$ cat config.mk
export PLATFORM = sky130hd
export DESIGN_NAME = image_gallery_ctrl_flat
export DESIGN_NICKNAME = d
export VERILOG_FILES = /design/src/rtl/image_gallery_ctrl_if.sv /design/src/rtl/image_gallery_ctrl.sv /design/src/flat_wrapper.sv
export SDC_FILE = /design/constraint.sdc
export NUM_CORES = 1
export LEC_CHECK = 0
export ABC_AREA = 1
export BUFFER_PORTS_ARGS = -buffer_cell sky130_fd_sc_hd__buf_4
export CORE_MARGIN = 3
export CORE_UTILIZATION = 34
export DETAILED_ROUTE_END_ITERATION = 6
export PLACE_DENSITY = 0.75
export SLEW_MARGIN = 40
export SYNTH_ARGS = -nofsm -noshare
export SYNTH_HDL_FRONTEND = slang
export SYNTH_SLANG_ARGS = --single-unit
$ cat constraint.sdc
create_clock -name clk -period 0.9 [get_ports clk]
set_input_delay 0.045 -clock clk [delete_from_list [all_inputs] [get_ports clk]]
set_output_delay 0.045 -clock clk [all_outputs]
set_load 0.02 [all_outputs]
$ cat src/rtl/image_gallery_ctrl_if.sv
// Frame-buffer write port between the gallery controller and the frame-buffer memory.
// The controller drives the write side; the memory returns mem_ready.
interface image_gallery_ctrl_if #(
    parameter int ADDR_W = 14,
    parameter int DATA_W = 12
);
    logic              mem_we;
    logic [ADDR_W+1:0] mem_waddr;
    logic [DATA_W-1:0] mem_wdata;
    logic              mem_ready;

    modport master (output mem_we, mem_waddr, mem_wdata, input mem_ready);
    modport slave  (input mem_we, mem_waddr, mem_wdata, output mem_ready);
endinterface

$ cat src/rtl/image_gallery_ctrl.sv
// Gallery controller: display slot select, per-slot valid tracking and delete sequencing.
// Define GALLERY_ERASE_EN to zero a deleted slot's frame-buffer region through the write port.
module image_gallery_ctrl #(
    parameter int ADDR_W = 14,
    parameter int DATA_W = 12
) (
    input  logic              clk,
    input  logic              reset,
    input  logic [1:0]        image_index,
    input  logic              delete_flag,
    output logic [1:0]        display_slot,
    output logic              display_valid,
    output logic [ADDR_W+1:0] base_addr,
    output logic [3:0]        valid_mask,
    output logic              busy,
    output logic              delete_done,
    image_gallery_ctrl_if.master wr
);
    localparam logic [1:0] S_IDLE  = 2'd0;
    localparam logic [1:0] S_ERASE = 2'd1;
    localparam logic [1:0] S_DONE  = 2'd2;

    logic [1:0] r_state;
    logic [3:0] r_valid_mask;
    logic [1:0] r_display_slot;
    logic       w_accept;

    assign w_accept = (r_state == S_IDLE) && delete_flag && r_valid_mask[image_index];

    always_ff @(posedge clk or posedge reset) begin
        if (reset) r_display_slot <= 2'd0;
        else       r_display_slot <= image_index;
    end

    always_ff @(posedge clk or posedge reset) begin
        if (reset)         r_valid_mask <= 4'b1111;
        else if (w_accept) r_valid_mask[image_index] <= 1'b0;
    end

`ifdef GALLERY_ERASE_EN
    logic [1:0]        r_del_slot;
    logic [ADDR_W-1:0] r_erase_cnt;

    always_ff @(posedge clk or posedge reset) begin
        if (reset) begin
            r_state     <= S_IDLE;
            r_del_slot  <= 2'd0;
            r_erase_cnt <= '0;
        end else begin
            case (r_state)
                S_IDLE: begin
                    if (w_accept) begin
                        r_del_slot <= image_index;
                        r_state    <= S_ERASE;
                    end
                end
                S_ERASE: begin
                    // Counter wraps to 0 on the last accepted write, ready for the next delete.
                    if (wr.mem_ready) begin
                        r_erase_cnt <= r_erase_cnt + ADDR_W'(1);
                        if (&r_erase_cnt) r_state <= S_DONE;
                    end
                end
                S_DONE:  r_state <= S_IDLE;
                default: r_state <= S_IDLE;
            endcase
        end
    end

    assign wr.mem_we    = (r_state == S_ERASE);
    assign wr.mem_waddr = {r_del_slot, r_erase_cnt};
`else
    logic w_unused;

    always_ff @(posedge clk or posedge reset) begin
        if (reset) begin
            r_state <= S_IDLE;
        end else begin
            case (r_state)
                S_IDLE:  if (w_accept) r_state <= S_DONE;
                S_DONE:  r_state <= S_IDLE;
                default: r_state <= S_IDLE;
            endcase
        end
    end

    assign wr.mem_we    = 1'b0;
    assign wr.mem_waddr = '0;
    assign w_unused     = wr.mem_ready;
`endif

    assign wr.mem_wdata    = {DATA_W{1'b0}};
    assign display_slot    = r_display_slot;
    assign display_valid   = r_valid_mask[r_display_slot];
    assign base_addr       = {r_display_slot, {ADDR_W{1'b0}}};
    assign valid_mask      = r_valid_mask;
    assign busy            = (r_state != S_IDLE);
    assign delete_done     = (r_state == S_DONE);
endmodule

$ cat src/flat_wrapper.sv
// flat-port wrapper written by rule: the top's interface ports become plain ports
module image_gallery_ctrl_flat 
#(
    parameter int ADDR_W = 14,
    parameter int DATA_W = 12
)
  (clk, reset, image_index, delete_flag, display_slot, display_valid, base_addr, valid_mask, busy, delete_done, wr_mem_we, wr_mem_waddr, wr_mem_wdata, wr_mem_ready);
  image_gallery_ctrl_if #(.ADDR_W(ADDR_W), .DATA_W(DATA_W)) wr_i ();
  input  logic clk;
  input  logic reset;
  input  logic [1:0] image_index;
  input  logic delete_flag;
  output logic [1:0] display_slot;
  output logic display_valid;
  output logic [ADDR_W+1:0] base_addr;
  output logic [3:0] valid_mask;
  output logic busy;
  output logic delete_done;
  output wire logic [$bits(wr_i.mem_we)-1:0] wr_mem_we;
  output wire logic [$bits(wr_i.mem_waddr)-1:0] wr_mem_waddr;
  output wire logic [$bits(wr_i.mem_wdata)-1:0] wr_mem_wdata;
  input wire logic [$bits(wr_i.mem_ready)-1:0] wr_mem_ready;
  assign wr_mem_we = wr_i.mem_we;
  assign wr_mem_waddr = wr_i.mem_waddr;
  assign wr_mem_wdata = wr_i.mem_wdata;
  assign wr_i.mem_ready = wr_mem_ready;
  image_gallery_ctrl #(.ADDR_W(ADDR_W), .DATA_W(DATA_W)) u_core (.clk(clk), .reset(reset), .image_index(image_index), .delete_flag(delete_flag), .display_slot(display_slot), .display_valid(display_valid), .base_addr(base_addr), .valid_mask(valid_mask), .busy(busy), .delete_done(delete_done), .wr(wr_i));
endmodule
-- Word level (Yosys, flattened, before mapping)
Cells that the tools add are included.
- mux-type cells: 8
- equal/unequal tests: 2
- reduce and logical (&&, ||, !) cells: 5
- magnitude comparators: 3
- bitwise gates (word level): 2
- operators by type and width (operator ; count):
    less-than comparator 2 x 3 -> 1 bit, second input constant ; 2
    AND 4 bit ; 1
    binary-select mux 1 bit (select 2 bit) ; 2
    two-way mux 2 bit ; 2
    NOT 4 bit ; 1
    logical AND 1 bit ; 3
    two-way mux 1 bit ; 3
    demux 1 bit (select 2 bit) ; 1
    equality test 2 bit, second input constant ; 1
    greater-or-equal comparator 2 x 1 -> 1 bit, second input constant ; 1
    logical NOT 2 bit ; 1
    != test 2 x 1 -> 1 bit, second input constant ; 1
    nonzero test 2 bit ; 1
- output and inout port bits: 54
- input bits: 6
- logic and storage cells: 23
- register bits after elaboration: 8

-- Longest topological paths before layout
Gate-level depths: netlist (run 1).
- depth after elaboration: 6
- depth in mapped cells: 8
- depth with buffers taken out: 8

-- Least setup slack after synthesis (run 1)
No wires, ideal clock.
- path kind: register to output
- start: register u_core.r_valid_mask[3] (netlist: u_core.valid_mask[3])
- end: output port display_valid
- arrival time: 1.106 ns
- slack: -0.251 ns
- cell stages (with the launch flop): 3
- required time: 0.855 ns
- buffers on the path: 0
- cell sequence: dfstp_2 -> nand2_1 -> a32oi_1
- longest elaborated chain between the ends: 2
- ends and longest elaborated chain (item ; line ; source):
    start: declaration ; image_gallery_ctrl.sv:24 ; logic [3:0] r_valid_mask;
    start signal: assignment ; image_gallery_ctrl.sv:36 ; if (reset) r_valid_mask <= 4'b1111;
    start signal: indexed assignment ; image_gallery_ctrl.sv:37 ; else if (w_accept) r_valid_mask[image_index] <= 1'b0;
    binary-select mux 1 bit (select 2 bit) ; image_gallery_ctrl.sv:94 ; assign display_valid = r_valid_mask[r_display_slot];
    two-way mux 1 bit (implied by the code) ; image_gallery_ctrl.sv:94 ;
    end: declaration ; flat_wrapper.sv:14 ; output logic display_valid;
No other way between the ends. The select of a mux whose other input is x is not followed.

-- Worst setup path after layout (run 1)
- start: register u_core.r_valid_mask[2] (netlist: u_core.valid_mask[2])
- end: output port display_valid
Same word-level chain as after synthesis.

==> summary.md, run 1 <==
| Metric | Value |
|---|---|
| Final hold viol count | `0` |
| Dpl cells | `~130` |
| # IOs | `60` |
| Syn. warnings | `0` |
| Num CTS Buffers | `3` |
| Violated checks | `setup timing` |
| Worst EP required | `roughly 850 ps` |
| Synth top area cells | `buf_4 48%, dfstp_2 14%, dfrtp_1 10%, nand2_1 8.8%, a21boi_0 3.1%` |
| DRT met1 WL | `between 400 and 500 um` |
| Top-count cell post-synth | `buf_4` |
| Antenna viol nets, final | `0` |
| Residual DRC | `0` |
| Pwr Density | `919 nW/um2` |
| Die ar. | `about 2700 um2` |
| Setup CP Type | `reg2out` |
| Post-DP HPWL | `about 920 um` |
| Final Util | `0.489` |
| FF+latch count, synth | `7` |
| Max-cap violation count | `0` |
| Clk_skew | `9.41 ps` |
| Dominant synthesized flop cell | `dfstp_2` |
| Largest buffer count on any clock path | `2` |
| Tmin final | `roughly 1300 ps` |
| Largest net degree at the start of global routing | `8` |
| Peak VDD IR | `around 0.63 mV` |
| Syn Std Cell Area | `726 um2` |
| Number of synthesized flops with an enable pin | `0` |
| Clk slew on worst S/H paths | `about 60 ps` |
| WL final | `roughly 1.5 mm` |
| Non-Filler Instances | `~150` |
| Routed met2 length | `~900 um` |
| Top cell type by total area after synthesis | `buf_4` |
| Final period util | `1.40` |
| Fill count | `about 200` |
| GP Congestion | `roughly 0.83` |
| Register area share after synthesis | `0.248` |
| Initial antenna violation count | `0` |
| Routed via count | `between 500 and 600` |
| Core ar. | `just under 2000 um2` |
| Critical Path Start Type | `flop` |
| Die X | `about 52 um` |
| Post-synth top area share | `0.476` |
| Hold Crit Class | `in2reg` |
| Outcome | `complete, but fails checks` |
| Distinct cells, synth | `15` |
| Syn avg cell area | `7.89 um2` |
| DRT Pass-1 Iters | `4` |
| Setup Viol. Count Final | `14` |
| Fmax | `slightly below 0.8 GHz` |
| Drt first-iter violations | `5` |
| CP Capture Type | `output pin` |
| Sink Count | `7` |
| Chip height | `52.2 um` |
| Critical Path AT | `between 1000 and 1500 ps` |
| Root buf cell | `clkbuf_4` |
| # diodes | `0` |
| Leakage | `~0.55 nW` |
| Vias/cell | `3.64` |
| Setup ws final | `-358 ps` |
| Initial Util | `0.366` |
| Met3 wire length | `around 170 um` |
| CTS tree | `built` |
| Most instantiated cells after synthesis | `46 x buf_4, 17 x nand2_1, 5 x inv_1, 4 x dfstp_2, 4 x nand3_1` |
| Total gr overflow | `0` |
| Tot GR Track Use | `0.103` |
| Synth Instances | `92` |
| First-pass GRT wire length | `approximately 1.9 mm` |
| Setup_tns | `-3340 ps` |
| Top layer in use | `met4` |
| Vias in the first global route | `between 400 and 500` |
| Port Buf Inserts | `15` |
| Async set or reset register ratio after synthesis | `1.00` |
| H-Tree Depth | `1` |
| Core Rows | `16` |
| Max Slew Vio Count | `0` |
| Syn-to-layout area delta | `33.4%` |
| Fin nets | `133` |
| Clk Latency, worst-skew pair | `roughly 260 ps` |
| Maximum fanout along the worst path | `2` |
| Share of cells above drive strength 1 | `0.484` |
| Total power | `0.000890 W` |
| Routed wire length per instance | `approximately 10 um` |
| RSZ-0062 raised after global routing | `true` |
## critical path, cell delays in order, from the launching register on
cell,delay [ps]
dfstp_2,550
nand2_2,60
a32oi_2,180
buf_4,170
## stage by stage
stage	hold WS (ps)	instance area, um2	setup slack [ps]
2_1_floorplan	-155	891	-187
3_3_place_gp	-13.3	714	-166
3_5_place_dp	-1.96	714	-189
4_1_cts	103	855	-356
5_1_grt	135	968	-397
6_report	107	968	-358
## flip-flops by register name, indices dropped and copies added (netlist names)
signal,flops
u_core.valid_mask,4
u_core.display_slot,2
u_core.r_state,1
## area by class of cell
| class | instances | area, um2 | area share |
|---|---|---|---|
| multi-input combinational | 75 | 380 | 0.393 |
| clock inverter | 1 | 5.00 | 0.00517 |
| clock buffer | 3 | 22.5 | 0.0233 |
| timing repair buffer | 34 | 323 | 0.333 |
| inverter | 6 | 22.5 | 0.0233 |
| tap | 27 | 33.8 | 0.0349 |
| sequential | 7 | 181 | 0.187 |
## repair_timing
action / in CTS / in global routing
resized for setup: 11 / 22
pin swaps: 2 / 7
endpoints found under the setup margin: 16 / 16
hold buffers: 3 / 0
endpoints found under the hold margin: 9 / 0
setup buffers: 6 / 7
## cells in the final DEF, fill, tap and decap left out
cell,instances
conb_1,43
buf_6,16
buf_4,15
nand2_2,14
inv_1,4
nand3_1,4
nand2_1,4
dfstp_2,4
nand2_4,3
clkbuf_4,3
dlygate4sd3_1,3
inv_2,2
a21boi_0,2
dfrtp_1,2
nor2_4,1
a21boi_1,1
o21a_1,1
a21oi_1,1
a32oi_2,1
clkinv_2,1
dfrtp_2,1
## logic make-up (layout without fill, tap and decap cells)
family / count (synthesis) / after routing / share of synthesized area
flops: 7 / 7 / 0.248
buf+inv: 52 / 44 / 0.507
compound gates: 6 / 6 / 0.0603
simple gates: 26 / 26 / 0.179
other cells: 1 / 43 / 0.00517
## report_power, final
| group | total (W) | switching [W] | internal [W] |
|---|---|---|---|
| clock network | 0.000298 | 0.000135 | 0.000163 |
| registers | 0.000325 | 0.00000432 | 0.000320 |
| logic | 0.000268 | 0.000216 | 0.0000512 |
| total | 0.000890 | 0.000355 | 0.000535 |
## worst paths after layout
check	from	to	slack (ps)	depth (start not counted)
worst max-delay path	u_core.valid_mask[2]	display_valid	-360	3
worst min-delay path	image_index[1]	u_core.valid_mask[3]	110	4
worst max register to register	u_core.valid_mask[1]	u_core.valid_mask[2]	-310	8
worst min register to register	u_core.r_state[1]	u_core.valid_mask[0]	610	3
max in group asynchronous	reset	u_core.valid_mask[2]	350	3
min in group asynchronous	reset	u_core.display_slot[1]	270	3
## metal layers
metal	vias up	GRT usage
li1	262	-
met1	256	0.0893
met2	37	0.197
met3	2	0.0427
met4	0	0.0511
met5	-	0
Note: power is estimated with default switching activity, not from simulation.
==> run 2, diff against run 1 <==
--- a/config.mk
+++ b/config.mk
@@ -5,12 +5,11 @@
 export SDC_FILE = /design/constraint.sdc
 export NUM_CORES = 1
 export LEC_CHECK = 0
-export ABC_AREA = 1
 export BUFFER_PORTS_ARGS = -buffer_cell sky130_fd_sc_hd__buf_4
 export CORE_MARGIN = 3
-export CORE_UTILIZATION = 34
+export CORE_UTILIZATION = 32
 export DETAILED_ROUTE_END_ITERATION = 6
-export PLACE_DENSITY = 0.75
+export PLACE_DENSITY = 0.74
 export SLEW_MARGIN = 40
 export SYNTH_ARGS = -nofsm -noshare
 export SYNTH_HDL_FRONTEND = slang
==> summary.md, run 2 <==
| Metric | Value |
|---|---|
| Tot GR Track Use | `0.0848 (-0.0177)` |
| Total power | `0.000889 W (about the same)` |
| Final hold viol count | `0 (unchanged)` |
| Worst R2R Start | `u_core.valid_mask[0]` |
| Largest buffer count on any clock path | `2 (unchanged)` |
| Setup ws final | `-421 ps (-63.1 ps)` |
| Worst path depth | `2 (-1)` |
| Vias/cell | `3.36 (-7.8%)` |
| Final Util | `0.464 (-0.0247)` |
| Root buf cell | `clkbuf_4` |
| Setup Viol. Count Final | `15 (+1)` |
| Top cell type by total area after synthesis | `buf_4` |
| Crit path max-delay family | `multiplexers` |
| Fmax | `0.757 GHz (-4.8%)` |
| Syn Std Cell Area | `638 um2 (-12%)` |
| Most instantiated cells after synthesis | `46 x buf_4, 4 x dfstp_2, 3 x dfrtp_1` |
| Maximum fanout along the worst path | `2 (unchanged)` |
| CP max stage cell | `mux4_2` |
| Worst EP required | `850 ps (about the same)` |
| Port Buf Inserts | `15 (unchanged)` |
| GP Congestion | `0.682 (-18%)` |
| Initial antenna violation count | `0 (unchanged)` |
| Vias in the first global route | `348 (-24%)` |
| RSZ-0062 raised after global routing | `true` |
| Commonest non-fill, non-tap cell in the layout | `conb_1` |
| Syn-to-layout area delta | `31.0%` |
| Final period util | `1.47 (+0.0701)` |
| Number of synthesized flops with an enable pin | `0 (unchanged)` |
| Synth Instances | `66 (-28%)` |
| Setup CP Type | `reg2out` |
| Hold Crit Class | `in2reg` |
| Share of cells above drive strength 1 | `0.432 (-0.0525)` |
| Clk_skew | `7.69 ps (-1.72 ps)` |
| Register area share after synthesis | `0.282 (+0.0341)` |
| Non-Filler Instances | `120 (-22%)` |
| CP Capture Type | `output pin` |
| Hold Path Stages | `3 (-1)` |
| # IOs | `60 (unchanged)` |
| Max Slew Vio Count | `0 (unchanged)` |
| Top-count cell post-synth | `buf_4` |
| R2r endpoint | `u_core.r_state[1]` |
| Max-cap violation count | `0 (unchanged)` |
| Placed instance area | `654 um2 (-8.4%)` |
| Antenna viol nets, final | `0 (unchanged)` |
| Crit path cell chain | `mux4_2 -> buf_6` |
| Sink Count | `7 (unchanged)` |
| Drt first-iter violations | `4 (-1)` |
| DRT Pass-1 Iters | `2 (-2)` |
| Outcome | `complete, but fails checks` |
| Fin area | `836 um2 (-14%)` |
| Largest net degree at the start of global routing | `8 (unchanged)` |
| Dominant synthesized flop cell | `dfstp_2` |
| Residual DRC | `0 (unchanged)` |
| CP peak stage delay | `500 ps (-50 ps)` |
| First-pass GRT wire length | `1.58 mm (-19%)` |
| WL final | `1.13 mm (-26%)` |
| Fill count | `176 (-11%)` |
| Chip height | `50.7 um (-3.0%)` |
| Reg2reg path depth | `4 (-4)` |
| Syn avg cell area | `9.67 um2 (+23%)` |
| Violated checks | `setup timing` |
| Die ar. | `2570 um2 (-5.8%)` |
| Fin nets | `102 (-23%)` |
| Leakage | `0.446 nW (-19%)` |
| Clk Latency, worst-skew pair | `260 ps (about the same)` |
| Die X | `50.7 um (-3.0%)` |
| # diodes | `0 (unchanged)` |
| Core ar. | `1800 um2 (-9.1%)` |
| Setup_tns | `-2050 ps (+1290 ps)` |
| R2R Setup Slk | `-180 ps (+130 ps)` |
| Dpl cells | `109 (-18%)` |
| Max reg flops | `4 (unchanged)` |
| WP buf/inv | `1 (unchanged)` |
| Routed via count | `403 (-28%)` |
| Worst setup path endpoint | `display_valid` |
| Core Rows | `15 (-1)` |
| Initial Util | `0.354 (-0.0120)` |
| Tmin final | `1320 ps (+63.1 ps)` |
| Peak VDD IR | `0.447 mV (-29%)` |
| CP startpoint | `u_core.display_slot[0]` |
| CTS tree | `built` |
| Synth top area cells | `buf_4 54%, dfstp_2 16%, dfrtp_1 12%, mux4_2 3.5%, a21boi_0 2.4%` |
| FF+latch count, synth | `7 (unchanged)` |
| Clk slew on worst S/H paths | `60 ps (about the same)` |
| Syn. warnings | `0 (unchanged)` |
| Critical Path Start Type | `flop` |
| Total gr overflow | `0 (unchanged)` |
| Routed wire length per instance | `9.39 um (-6.1%)` |
| Num CTS Buffers | `3 (unchanged)` |
| Distinct cells, synth | `13 (-2)` |
| Most frequent cells in the layout | `43 x conb_1, 20 x buf_6, 6 x buf_4` |
| Post-synth top area share | `0.541 (+0.0653)` |
| Post-DP HPWL | `835 um (-9.6%)` |
| Async set or reset register ratio after synthesis | `1.00 (unchanged)` |
| Pwr Density | `1060 nW/um2 (+16%)` |
| H-Tree Depth | `1 (unchanged)` |
| Critical Path AT | `1280 ps (+70 ps)` |
## run 2: cells by family after synthesis
kind of cell	Yosys count	synth area share
buffers and inverters	48	0.553
DFF	7	0.282
AOI/OAI and AO/OA	5	0.0608
muxes	3	0.0745
and+or+nand+nor	2	0.0235
other	1	0.00588
## run 2: worst min path at each step
| stage | from | slack (ps) | to |
|---|---|---|---|
| 6_report | image_index[1] | 60 | u_core.valid_mask[0] |
| 5_1_grt | image_index[1] | 70 | u_core.valid_mask[0] |
| 4_1_cts | image_index[1] | 50 | u_core.valid_mask[0] |
| 3_5_place_dp | reset | -5 | u_core.display_slot[1] |
| 3_3_place_gp | reset | -10 | u_core.display_slot[1] |
| 2_1_floorplan | reset | -150 | u_core.display_slot[1] |
## run 2: worst reg2reg max path: stages (launching register included)
cell       delay (ps)
dfstp_2           380
buf_6             120
buf_6             100
mux2_4            260
o2bb2ai_2         120
## run 2: metal layers
layer | GRT usage | vias up | wire length, um
met5 | 0 | - | 0
met4 | 0.0538 | 0 | 16
met1 | 0.0922 | 191 | 357
met3 | 0.0267 | 2 | 113
met2 | 0.141 | 33 | 640
li1 | - | 177 | -
## run 2: layout make-up
| class | count | area [um2] | area share |
|---|---|---|---|
| Timing Repair Buffer | 29 | 300 | 0.359 |
| Multi-Input combinational cell | 53 | 288 | 0.344 |
| Sequential cell | 7 | 183 | 0.219 |
| Tap cell | 25 | 31.3 | 0.0374 |
| Clock buffer | 4 | 26.3 | 0.0314 |
| Inverter | 2 | 7.51 | 0.00898 |
## run 2: where the power goes
part / leakage (nW) / internal [W] / switching [W]
registers: 0.0758 / 0.000321 / 0.00000348
logic: 0.355 / 0.0000611 / 0.000206
clock network: 0.0150 / 0.000170 / 0.000128
total: 0.446 / 0.000552 / 0.000337
## run 2: what timing repair did
action,CTS,global route
resized for setup,23,5
pin swaps,0,1
buffers inserted,2,4
endpoints found under the setup margin,14,16
hold buffers,3,0
hold endpoints to repair,10,0
## run 2: metrics by stage
step | hold slack (ps) | setup WS (ps)
2_1_floorplan | -155 | -149
5_1_grt | 73.1 | -450
3_5_place_dp | -4.85 | -142
6_report | 63.3 | -421
3_3_place_gp | -11.5 | -138
4_1_cts | 54.2 | -412
